<file path="src/rtl/pipe_ctrl_pkg.sv">
// Shared types and constants for the pipeline hazard controller.
// Latency: n/a (declarations only).
// Backpressure: n/a.
package pipe_ctrl_pkg;

  // Controller FSM states.
  typedef enum logic [1:0] {
    RUN      = 2'd0,
    MEM_WAIT = 2'd1,
    FAULT    = 2'd2
  } state_e;

  // Register r0 is hard-wired to zero, so it never carries a dependency.
  localparam logic [4:0] REG_ZERO = 5'd0;

endpackage

</file>
<file path="src/rtl/load_use_detect.sv">
// Load-use hazard detector: a load in ID/EX whose destination is read by decode.
// Latency: combinational, same cycle.
// Backpressure: none; the result is consumed by the stall controller.
//
// Ports:
//   ID_RS, ID_RT  source fields of the decode instruction
//   ID_USES_RT    decode really reads rt (otherwise rt is a destination/immediate)
//   EX_MEMREAD    ID/EX holds a load
//   EX_RT         load destination register
//   hazard        decode must wait one cycle for the load data
module load_use_detect
  import pipe_ctrl_pkg::*;
(
  input  logic [4:0] ID_RS,
  input  logic [4:0] ID_RT,
  input  logic       ID_USES_RT,
  input  logic       EX_MEMREAD,
  input  logic [4:0] EX_RT,
  output logic       hazard
);

  logic rs_match;
  logic rt_match;

  always_comb begin
    rs_match = (EX_RT == ID_RS);
    rt_match = ID_USES_RT && (EX_RT == ID_RT);
    hazard   = EX_MEMREAD && (EX_RT != REG_ZERO) && (rs_match || rt_match);
  end

endmodule

</file>
<file path="src/rtl/pipe_hazard_ctrl.sv">
// Stall/flush controller for the five-stage pipeline with memory-timeout fault.
// Latency: all control outputs are combinational (Mealy); state/counters update on CLK.
// Backpressure: DMEM_READY low holds ID/EX..MEM/WB and freezes PC and IF/ID.
//
// Ports:
//   CLK, RESET                      clock, synchronous active-high reset
//   ID_*, EX_MEMREAD, EX_RT         load-use hazard inputs
//   MEM_ACCESS, MEM_BRANCH_TAKEN    EX/MEM stage status
//   DMEM_READY / DMEM_REQ           data-memory handshake
//   PC_WRITE, IFID_WRITE            front-end advance enables
//   IFID/IDEX/EXMEM_FLUSH           bubble insertion
//   PIPE_HOLD                       back-end hold
//   MEM_FAULT                       sticky timeout indication
//   STALL_CYCLES                    saturating count of cycles with PC_WRITE=0
module pipe_hazard_ctrl
  import pipe_ctrl_pkg::*;
#(
  parameter int TIMEOUT = 16,
  parameter int CNT_W   = 16
) (
  input  logic             CLK,
  input  logic             RESET,
  input  logic [4:0]       ID_RS,
  input  logic [4:0]       ID_RT,
  input  logic             ID_USES_RT,
  input  logic             EX_MEMREAD,
  input  logic [4:0]       EX_RT,
  input  logic             MEM_ACCESS,
  input  logic             MEM_BRANCH_TAKEN,
  input  logic             DMEM_READY,
  output logic             DMEM_REQ,
  output logic             PC_WRITE,
  output logic             IFID_WRITE,
  output logic             IFID_FLUSH,
  output logic             IDEX_FLUSH,
  output logic             EXMEM_FLUSH,
  output logic             PIPE_HOLD,
  output logic             MEM_FAULT,
  output logic [CNT_W-1:0] STALL_CYCLES
);

  localparam int               WC_W    = $clog2(TIMEOUT);
  localparam logic [WC_W-1:0]  WC_ONE  = WC_W'(1);
  localparam logic [WC_W-1:0]  WC_LAST = WC_W'(TIMEOUT - 1);
  localparam logic [CNT_W-1:0] CNT_MAX = '1;

  state_e           state_q, state_d;
  logic [WC_W-1:0]  wcnt_q,  wcnt_d;
  logic [CNT_W-1:0] stall_q, stall_d;
  logic             hazard;

  load_use_detect u_load_use_detect (
    .ID_RS      (ID_RS),
    .ID_RT      (ID_RT),
    .ID_USES_RT (ID_USES_RT),
    .EX_MEMREAD (EX_MEMREAD),
    .EX_RT      (EX_RT),
    .hazard     (hazard)
  );

  always_comb begin
    state_d     = state_q;
    wcnt_d      = wcnt_q;
    stall_d     = stall_q;
    DMEM_REQ    = 1'b0;
    PC_WRITE    = 1'b0;
    IFID_WRITE  = 1'b0;
    IFID_FLUSH  = 1'b0;
    IDEX_FLUSH  = 1'b0;
    EXMEM_FLUSH = 1'b0;
    PIPE_HOLD   = 1'b0;

    // While RESET is high every control output stays at its quiet value;
    // the register clear itself happens in the sequential block.
    if (!RESET) begin
      unique case (state_q)
        RUN: begin
          DMEM_REQ = MEM_ACCESS;
          wcnt_d   = '0;
          if (MEM_ACCESS && !DMEM_READY) begin
            // The first wait cycle is spent here, so MEM_WAIT starts at 1.
            PIPE_HOLD = 1'b1;
            state_d   = MEM_WAIT;
            wcnt_d    = WC_ONE;
          end else if (MEM_BRANCH_TAKEN) begin
            // Squash the three younger slots; the redirected PC loads now.
            // Any load-use hazard belongs to a squashed instruction.
            IFID_FLUSH  = 1'b1;
            IDEX_FLUSH  = 1'b1;
            EXMEM_FLUSH = 1'b1;
            PC_WRITE    = 1'b1;
            IFID_WRITE  = 1'b1;
          end else if (hazard) begin
            IDEX_FLUSH = 1'b1;
          end else begin
            PC_WRITE   = 1'b1;
            IFID_WRITE = 1'b1;
          end
        end
        MEM_WAIT: begin
          DMEM_REQ = MEM_ACCESS;
          if (DMEM_READY) begin
            PC_WRITE   = 1'b1;
            IFID_WRITE = 1'b1;
            state_d    = RUN;
            wcnt_d     = '0;
          end else begin
            PIPE_HOLD = 1'b1;
            if (wcnt_q == WC_LAST) begin
              state_d = FAULT;
            end else begin
              wcnt_d = wcnt_q + WC_ONE;
            end
          end
        end
        FAULT: begin
          PIPE_HOLD = 1'b1;
        end
        default: begin
          state_d = RUN;
          wcnt_d  = '0;
        end
      endcase

      if ((state_q == RUN || state_q == MEM_WAIT) && !PC_WRITE &&
          (stall_q != CNT_MAX)) begin
        stall_d = stall_q + 1'b1;
      end
    end
  end

  always_ff @(posedge CLK) begin
    if (RESET) begin
      state_q <= RUN;
      wcnt_q  <= '0;
      stall_q <= '0;
    end else begin
      state_q <= state_d;
      wcnt_q  <= wcnt_d;
      stall_q <= stall_d;
    end
  end

  // FAULT is only left through reset, so the state itself is the sticky flag.
  assign MEM_FAULT    = !RESET && (state_q == FAULT);
  assign STALL_CYCLES = stall_q;

endmodule

</file>
<file path="config.mk">
export PLATFORM = sky130hd
export DESIGN_NAME = pipe_hazard_ctrl
export DESIGN_NICKNAME = d
export VERILOG_FILES = /design/src/rtl/pipe_ctrl_pkg.sv /design/src/rtl/load_use_detect.sv /design/src/rtl/pipe_hazard_ctrl.sv
export SDC_FILE = /design/constraint.sdc
export NUM_CORES = 1
export LEC_CHECK = 0
export CORE_MARGIN = 3
export CORE_UTILIZATION = 35
export CTS_CLUSTER_SIZE = 30
export DETAILED_ROUTE_END_ITERATION = 16
export PLACE_DENSITY_LB_ADDON = 0.1
export SETUP_SLACK_MARGIN = 0.05
export SLEW_MARGIN = 25
export SYNTH_ARGS = -nofsm -noshare
export SYNTH_HDL_FRONTEND = slang
export SYNTH_SLANG_ARGS = --single-unit
</file>
<file path="constraint.sdc">
create_clock -name CLK -period 3.48 [get_ports CLK]
set_clock_uncertainty 0.2 [all_clocks]
set_input_delay 0.348 -clock CLK [delete_from_list [all_inputs] [get_ports CLK]]
set_output_delay 0.348 -clock CLK [all_outputs]
set_load 0.01 [all_outputs]
</file>
==> results.ini, run 1 <==
[run_status]
outcome=finished clean

[die]
die_w_um=68.85
dieArea_um2=4740
io_pins=46
core_um2=3744
rows=22
die_h_um=68.85
initial_core_util_pct=36.93

[critical_path]
r2r_start=STALL_CYCLES[6]
r2r_end=STALL_CYCLES[13]
crit_fanout=3
critical_path_required_ps=2930
arrival_ps=2410
cp_num_buf_inv=2
startpoint_type=primary input
critPathMostFrequentCell=clkdlybuf4s50_1
critPathTopFamily=buffers and inverters
cpMaxStageDelayCell=or4_4
critPathKind=primary input to primary output
endpoint_kind=primary output
rrSetupSlack_ps=1230
cpPeakStageDelay_ps=580
path_cells=clkdlybuf4s50_1 > or4_4 > o21ai_0 > nor2_1 > a21oi_1 > clkdlybuf4s50_1
reg2reg_depth=6
startpoint=EX_RT[1]

[cells_and_area]
area_growth_pct=37.83
fill_cells=384
fin_nets=241
drive_above_1_share_pct=7.407
multi_input_area_um2=877.1
diodes=0
post-route-util_pct=50.90
ff_latch_area_um2=440.4
fin_cells=264

[global_route]
grt_overflow=0
grt_use_total_pct=14.84
antenna_found_initial=0
grt_max_degree=28
grt_pass1_vias=1172
grt_pass1_wl_mm=5.333

[synth]
synth_seq_cells=22
synth_top_area_cell=dfxtp_1
synth_cell_types=42
synth_area_leaders=dfxtp_1, xnor2_1, a21oi_1, nor2_1, o21ai_0
synth_top_area_share_pct=31.86
synth_edf_count=0
synthArstFlopShare_pct=0
syn_area_per_cell_um2=7.900
syn-num-nets=199
synth_area_um2=1383
ys.flop_type=dfxtp_1
seq_area_frac_synth_pct=31.86
yosys_warnings=0
synth.most_common_cell=dfxtp_1
ys_top_cells_by_count=dfxtp_1, nor2_1, a21oi_1, nand2_1, o21ai_0
synth_cells=175

[drt]
ant_nets=0
via_count=1385
firstDrtPassIters=4
drc=0
drt_wl_total_mm=3.408
via_per_inst=5.246
post_drt_wl_per_cell_um=12.91
drt_iter0_drc=75

[timing]
fin_crit_sh_pct=84.92
max_freq_ghz=0.3384
slew_violations=0
finalCriticalPeriod_ps=2955
rsz0062_at_grt=false
max_slew_margin_pct=63.55
finalSetupTns_ps=0
worst_pin_slew_ps=532.9
setup_viol=0
hold_viol_final=0

[pwr]
p_sw_mw=0.1267
clockPowerShare_pct=34.8
internal-power_mw=0.4058
peakVddDrop_mv=0.2132
pwr-share-comb_pct=16.6
seq_power_share_pct=48.5
leakage_nw=0.6298
p_per_area_nw_per_um2=279.4
switching_share_pct=23.79

[hold_path]
holdCritPathClass=register to register
min_from=STALL_CYCLES[4]
min_path_cells=2
min_delay_worst_endpoint=STALL_CYCLES[4]

[clock_network]
cts_buffer_depth=2
clock-root-buffer=clkbuf_8
cts_tree=yes
postCtsResizedCells=0
htree_levels=1
cts_buffers=3
cts_hold_buf=0
clk_latency_ps=270
clock-sinks=22
clkSlewWorstSetupHoldPaths_ps=90
cts_setup_buffers=0

[placement]
gp_routability_congestion=0.7861
portBuffers=45
dp_hpwl_mm=2.641
dpl.cell_count=260

[run]
drv_cap=0

-- worst register-to-register path, stage by stage, from the launching register on --
cell	delay [ps]
dfxtp_1	420
nand4_1	230
nor4_1	510
nor3_1	140
a21oi_4	270
nor2_2	90
mux2_4	290
-- routing by layer --
| layer | vias to the layer above | global-route usage [%] | routed length (µm) |
|---|---|---|---|
| met2 | 15 | 25.48 | 1736 |
| li1 | 715 | - | - |
| met5 | - | 0 | 0 |
| met3 | 2 | 4.052 | 107 |
| met1 | 653 | 18.60 | 1546 |
| met4 | 0 | 2.920 | 17 |
-- state kept, by name (all words and copies together), names as in the netlist --
register      flops
wcnt_q            4
STALL_CYCLES     16
state_q           2
-- power by group through the flow --
| stage | Clock (mW) | Sequential, mW | Combinational (mW) |
|---|---|---|---|
| finish | 0.186 | 0.258 | 0.0886 |
| global route | 0.201 | 0.259 | 0.0960 |
| CTS | 0.192 | 0.258 | 0.0896 |
| detailed placement | 0 | 0.264 | 0.0892 |
| global placement | 0 | 0.264 | 0.0866 |
| floorplan | 0 | 0.263 | 0.0445 |
-- metrics by stage --
stage / power [mW] / setup WS [ps] / hold slack [ps] / instance area, µm²
after floorplan: 0.3075 / 1421 / 271.1 / 1383
after global placement: 0.3504 / 590.6 / 276.8 / 1851
after detailed placement: 0.3533 / 540.7 / 285.3 / 1851
after CTS: 0.5394 / 531.6 / 297.7 / 1906
after global routing: 0.5560 / 471.4 / 327.3 / 1906
final: 0.5325 / 524.7 / 296.9 / 1906
-- cell usage in the layout, fill, tap and decap left out, drive strengths merged, types with 3 or more instances in the layout --
master,n
clkdlybuf4s50,45
dfxtp,22
nor2,18
a21oi,17
nand2,14
o21ai,11
xnor2,10
nand3,10
or3,8
nand4,5
and3,5
inv,4
clkbuf,4
nor3,4
xor2,3
nor2b,3
mux2,3
or4,3
-- final cells by class --
class                   count  area share, %
clock buffers               4          2.889
inverters                   4         0.7879
multi-input cells         140          46.03
flip-flops and latches     22          23.11
well taps                  48          3.152
repair buffers             46          24.03
-- worst max path at each step --
stage,cells past startpoint,to,slack [ps]
2_1_floorplan,5,PC_WRITE,1420
3_3_place_gp,6,IFID_WRITE,590
3_5_place_dp,6,IFID_WRITE,540
4_1_cts,6,IFID_WRITE,530
5_1_grt,6,IFID_WRITE,470
6_report,6,IFID_WRITE,520
-- cells by family after synthesis --
logic type	share of synthesized area [%]
xor+xnor	8.235
fa+ha+maj	1.810
simple gates	29.68
flops	31.86
buf+inv	4.705
compound gates	20.27
mux	3.439
Power figures use the tool's default switching activity.
==> inputs of run 2 (changes only) <==
==> constraint.sdc (replaced) <==
create_clock -name CLK -period 2.5 [get_ports CLK]
set_clock_uncertainty 0.2 [all_clocks]
set_input_delay 0.25 -clock CLK [delete_from_list [all_inputs] [get_ports CLK]]
set_output_delay 0.25 -clock CLK [all_outputs]
set_load 0.01 [all_outputs]
==> results.ini, run 2 (synthesis gave the netlist of run 1 again) <==
[run_status]
outcome=finished clean

[cells_and_area]
area_growth_pct=47.78
largest_register_ffs=16
final_cell_mix=clkdlybuf4s50_1, dfxtp_1, buf_4, nor2_1, a21oi_1
diodes=0
fill_cells=369
ff_latch_area_um2=440.4
drive_above_1_share_pct=15.09
multi_input_area_um2=893.4
final_common_cell=clkdlybuf4s50_1
fin_nets=257

[clock_network]
clkSlewWorstSetupHoldPaths_ps=80
cts_buffer_depth=2
clk_latency_ps=260
cts_tree=yes
cts_hold_buf=0
clock-sinks=22
cts_buffers=3
cts_setup_buffers=0
htree_levels=1
clock-root-buffer=clkbuf_8

[timing]
worst_pin_slew_ps=445.9
rsz0062_at_grt=true
max_slew_margin_pct=70.00
fin_crit_sh_pct=95.34
finalCriticalPeriod_ps=2383
setup_viol=0
whs_ps=306.7
max_freq_ghz=0.4196
finalSetupTns_ps=0
slew_violations=0
hold_viol_final=0

[global_route]
use_met1_pct=19.03
grt_max_degree=28
busiest_layer=met2
met3_usage_pct=4.214
antenna_found_initial=0
use_met2_pct=27.74
grt_pass1_vias=1314
grt_overflow=0
grt_use_total_pct=15.70
grt_pass1_wl_mm=5.699

[critical_path]
arrival_ps=1930
crit_fanout=3
r2r_start=state_q[0]
startpoint_type=primary input
critical_path_required_ps=2050
r2r_end=STALL_CYCLES[9]
rrSetupSlack_ps=350
endpoint_kind=primary output
critPathKind=primary input to primary output
reg2reg_depth=7
startpoint=EX_RT[1]

[drt]
drt_iter0_drc=37
drc=0
via_count=1421
firstDrtPassIters=4
post_drt_wl_per_cell_um=12.60
drt_wl_total_mm=3.529
via_per_inst=5.075
ant_nets=0

[die]
die_h_um=68.85
dieArea_um2=4740
initial_core_util_pct=36.93
io_pins=46
rows=22
die_w_um=68.85
core_um2=3744

[hold_path]
holdCritPathClass=register to register
min_delay_worst_endpoint=STALL_CYCLES[4]
min_from=STALL_CYCLES[4]
min_path_cells=2

[pwr]
p_per_area_nw_per_um2=369.1
total_power_mw=0.7541
peakVddDrop_mv=0.2574
leakage_nw=0.7341

[placement]
gp_routability_congestion=0.7848
portBuffers=45
dp_hpwl_mm=2.813

[run]
drv_cap=0

-- run 2: cell types whose count changed in the layout (fill, tap and decap cells not counted), sizes merged --
cell,previous run,this run
buf,1,17
clkdlybuf4s50,45,41
clkdlybuf4s15,0,2
dlygate4sd2,0,1
dlymetal6s2s,0,1
-- run 2: repair_timing --
| item | 4_1_cts | 5_1_grt |
|---|---|---|
| resized for setup | 6 | 5 |
| setup endpoints to repair | 5 | 8 |
| hold endpoints to repair | 0 | 0 |
| pin swaps | 1 | 0 |
-- run 2: worst max-delay path, cell delays in order --
cell             delay (ps)
clkdlybuf4s50_1         470
or4_4                   570
o21ai_1                 160
nor2_2                   60
o21a_1                  160
dlygate4sd2_1           270
-- run 2: worst max path at each step --
stage / cells after the start / slack [ps] / to
floorplan: 7 / 450 / STALL_CYCLES[13]
global placement: 6 / -190 / IFID_WRITE
detailed placement: 6 / -210 / IFID_WRITE
CTS: 6 / 60 / EXMEM_FLUSH
global route: 9 / 30 / STALL_CYCLES[14]
finish: 6 / 120 / IDEX_FLUSH
-- run 2: where the power goes --
group	internal, mW	leakage (nW)	switching [mW]
Combinational	0.0853	0.528	0.0564
Sequential	0.354	0.178	0.00599
Clock	0.140	0.0288	0.112
Total	0.579	0.734	0.175
-- run 2: routing by layer --
layer,vias up,share of wire [%]
li1,746,-
met1,646,44
met2,24,51
met3,5,4.0
met4,0,0.96
met5,-,0
-- run 2: cell type report --
cell class	instances	area share (%)
Clock buffer	4	2.694
Inverter	4	0.7348
Multi-Input combinational cell	140	43.72
Sequential cell	22	21.56
Tap cell	48	2.939
Timing Repair Buffer	62	28.35
-- run 2: stage by stage --
| stage | instance area [µm²] | cells | setup WS, ps | utilization [%] |
|---|---|---|---|---|
| after global placement | 1971 | 276 | -195.0 | 52.64 |
| after global routing | 2043 | 280 | 26.30 | 54.58 |
| final | 2043 | 280 | 116.6 | 54.58 |
| after detailed placement | 1971 | 276 | -211.5 | 52.64 |
| after CTS | 2026 | 280 | 64.69 | 54.11 |
| after floorplan | 1383 | 175 | 453.0 | - |
==> inputs of run 3 (changes only) <==
--- a/config.mk
+++ b/config.mk
@@ -5,6 +5,7 @@
 export SDC_FILE = /design/constraint.sdc
 export NUM_CORES = 1
 export LEC_CHECK = 0
+export ABC_AREA = 1
 export CORE_MARGIN = 3
 export CORE_UTILIZATION = 35
 export CTS_CLUSTER_SIZE = 30
==> results.ini, run 3 <==
[pwr]
leakage_nw=0.8779
peakVddDrop_mv=0.2012
p_per_area_nw_per_um2=365.7

[die]
initial_core_util_pct=37.43
rows=23
die_h_um=72.34
dieArea_um2=5232
die_w_um=72.34
io_pins=46
core_um2=4115

[clock_network]
cts_buffers=3
cts_hold_buf=0
cts_buffer_depth=2
clkSlewWorstSetupHoldPaths_ps=80
cts_setup_buffers=0
clk_latency_ps=260
htree_levels=1
clock-root-buffer=clkbuf_8
cts_tree=yes
clock-sinks=22

[timing]
finalCriticalPeriod_ps=2318
slew_violations=0
worst_pin_slew_ps=625.5
fin_crit_sh_pct=92.71
max_freq_ghz=0.4314
hold_viol_final=0
rsz0062_at_grt=false
setup_viol=0
finalSetupTns_ps=0
max_slew_margin_pct=58.16

[drt]
drt_wl_total_mm=3.773
via_per_inst=4.778
ant_nets=0
drc=0
via_count=1634
post_drt_wl_per_cell_um=11.03
firstDrtPassIters=4
drt_iter0_drc=60

[global_route]
antenna_found_initial=0
grt_pass1_vias=1515
grt_max_degree=19
grt_use_total_pct=14.80
grt_pass1_wl_mm=6.348
grt_overflow=0

[critical_path]
endpoint_kind=primary output
crit_fanout=6
critical_path_required_ps=2050
arrival_ps=1870
critPathKind=register to primary output
startpoint_type=register

[placement]
dpl.cell_count=338
gp_routability_congestion=0.7992
dp_hpwl_mm=2.980
portBuffers=45

[synth]
synth_seq_cells=22
syn-num-nets=270
synth_top_area_cell=dfxtp_1
synth_cell_types=25
synth_top_area_share_pct=28.59
synthArstFlopShare_pct=0
yosys_warnings=0
syn_area_per_cell_um2=6.261
synth_cells=246
ys.flop_type=dfxtp_1
synth_area_um2=1540
synth_edf_count=0
ys_top_cells_by_count=nand2_1, inv_1, nand3_1, nor2_1, dfxtp_1
seq_area_frac_synth_pct=28.59
synth.most_common_cell=nand2_1
synth_area_leaders=dfxtp_1, nand2_1, nand3_1, inv_1, nor2_1

[cells_and_area]
final_common_cell=nand2_1
diodes=0
largest_register_ffs=16
drive_above_1_share_pct=5.479
fin_nets=317
final_cell_mix=nand2_1, clkdlybuf4s50_1, inv_1, nand3_1, nor2_1
fill_cells=449
area_growth_pct=35.99
fin_cells=342

[hold_path]
holdCritPathClass=register to register

[run]
drv_cap=0

[run_status]
outcome=finished clean

-- run 3: cell families after synthesis --
group,count (synthesis),share of synthesized area (%)
compound gates,26,10.24
fa+ha+maj,2,1.624
flops,22,28.59
buf+inv,38,10.56
simple gates,143,40.46
xor+xnor,15,8.530
-- run 3: cell type report --
type | count | area (µm²) | area share (%)
timing repair buffer | 49 | 483.0 | 23.06
multi-input combinational | 186 | 937.1 | 44.74
clock buffer | 4 | 55.05 | 2.628
sequential | 22 | 440.4 | 21.03
inverter | 31 | 116.4 | 5.556
tap | 50 | 62.56 | 2.987
-- run 3: metrics by stage --
| stage | setup slack [ps] | cell area (µm²) | hold WS (ps) | util (%) | power, mW |
|---|---|---|---|---|---|
| after floorplan | 594.6 | 1540 | 134.1 | - | 0.4466 |
| after global placement | 23.97 | 2037 | 249.5 | 49.50 | 0.5178 |
| after detailed placement | 44.46 | 2037 | 259.8 | 49.50 | 0.5176 |
| after CTS | 56.29 | 2090 | 271.0 | 50.78 | 0.7745 |
| after global routing | 59.36 | 2095 | 284.8 | 50.90 | 0.8014 |
| final | 182.1 | 2095 | 264.0 | 50.90 | 0.7660 |
-- run 3: metal layers --
metal / up-vias / GRT usage, % / routed length, µm
met4: 0 / 2.923 / 15
met1: 726 / 17.46 / 1718
met2: 33 / 27.20 / 1869
met5: - / 0 / 0
met3: 2 / 3.324 / 170
li1: 873 / - / -
-- run 3: power by group --
group	total, mW	leakage [nW]	switching (mW)	internal [mW]
clock network	0.260	0.0288	0.120	0.140
logic	0.144	0.671	0.0726	0.0717
registers	0.362	0.178	0.00647	0.355
-- run 3: repair_timing --
item                       4_1_cts  5_1_grt
resized for setup                2        3
cloned                           0        0
setup endpoints to repair        3        3
-- run 3: worst max-delay path, cell delays in order, from the launching register on --
cell and delay (ps):
dfxtp_1 390, nor2_1 160, inv_1 70, nor2_1 120
inv_1 80, nor3_1 210, clkdlybuf4s50_1 590
-- run 3: final timing paths --
| check | start | endpoint | slack (ps) | cells past startpoint |
|---|---|---|---|---|
| setup / recovery | state_q[1] | IFID_FLUSH | 180 | 6 |
| hold / removal | wcnt_q[3] | wcnt_q[3] | 260 | 2 |
| setup reg to reg | STALL_CYCLES[0] | STALL_CYCLES[12] | 370 | 7 |
| hold reg to reg | wcnt_q[3] | wcnt_q[3] | 260 | 2 |
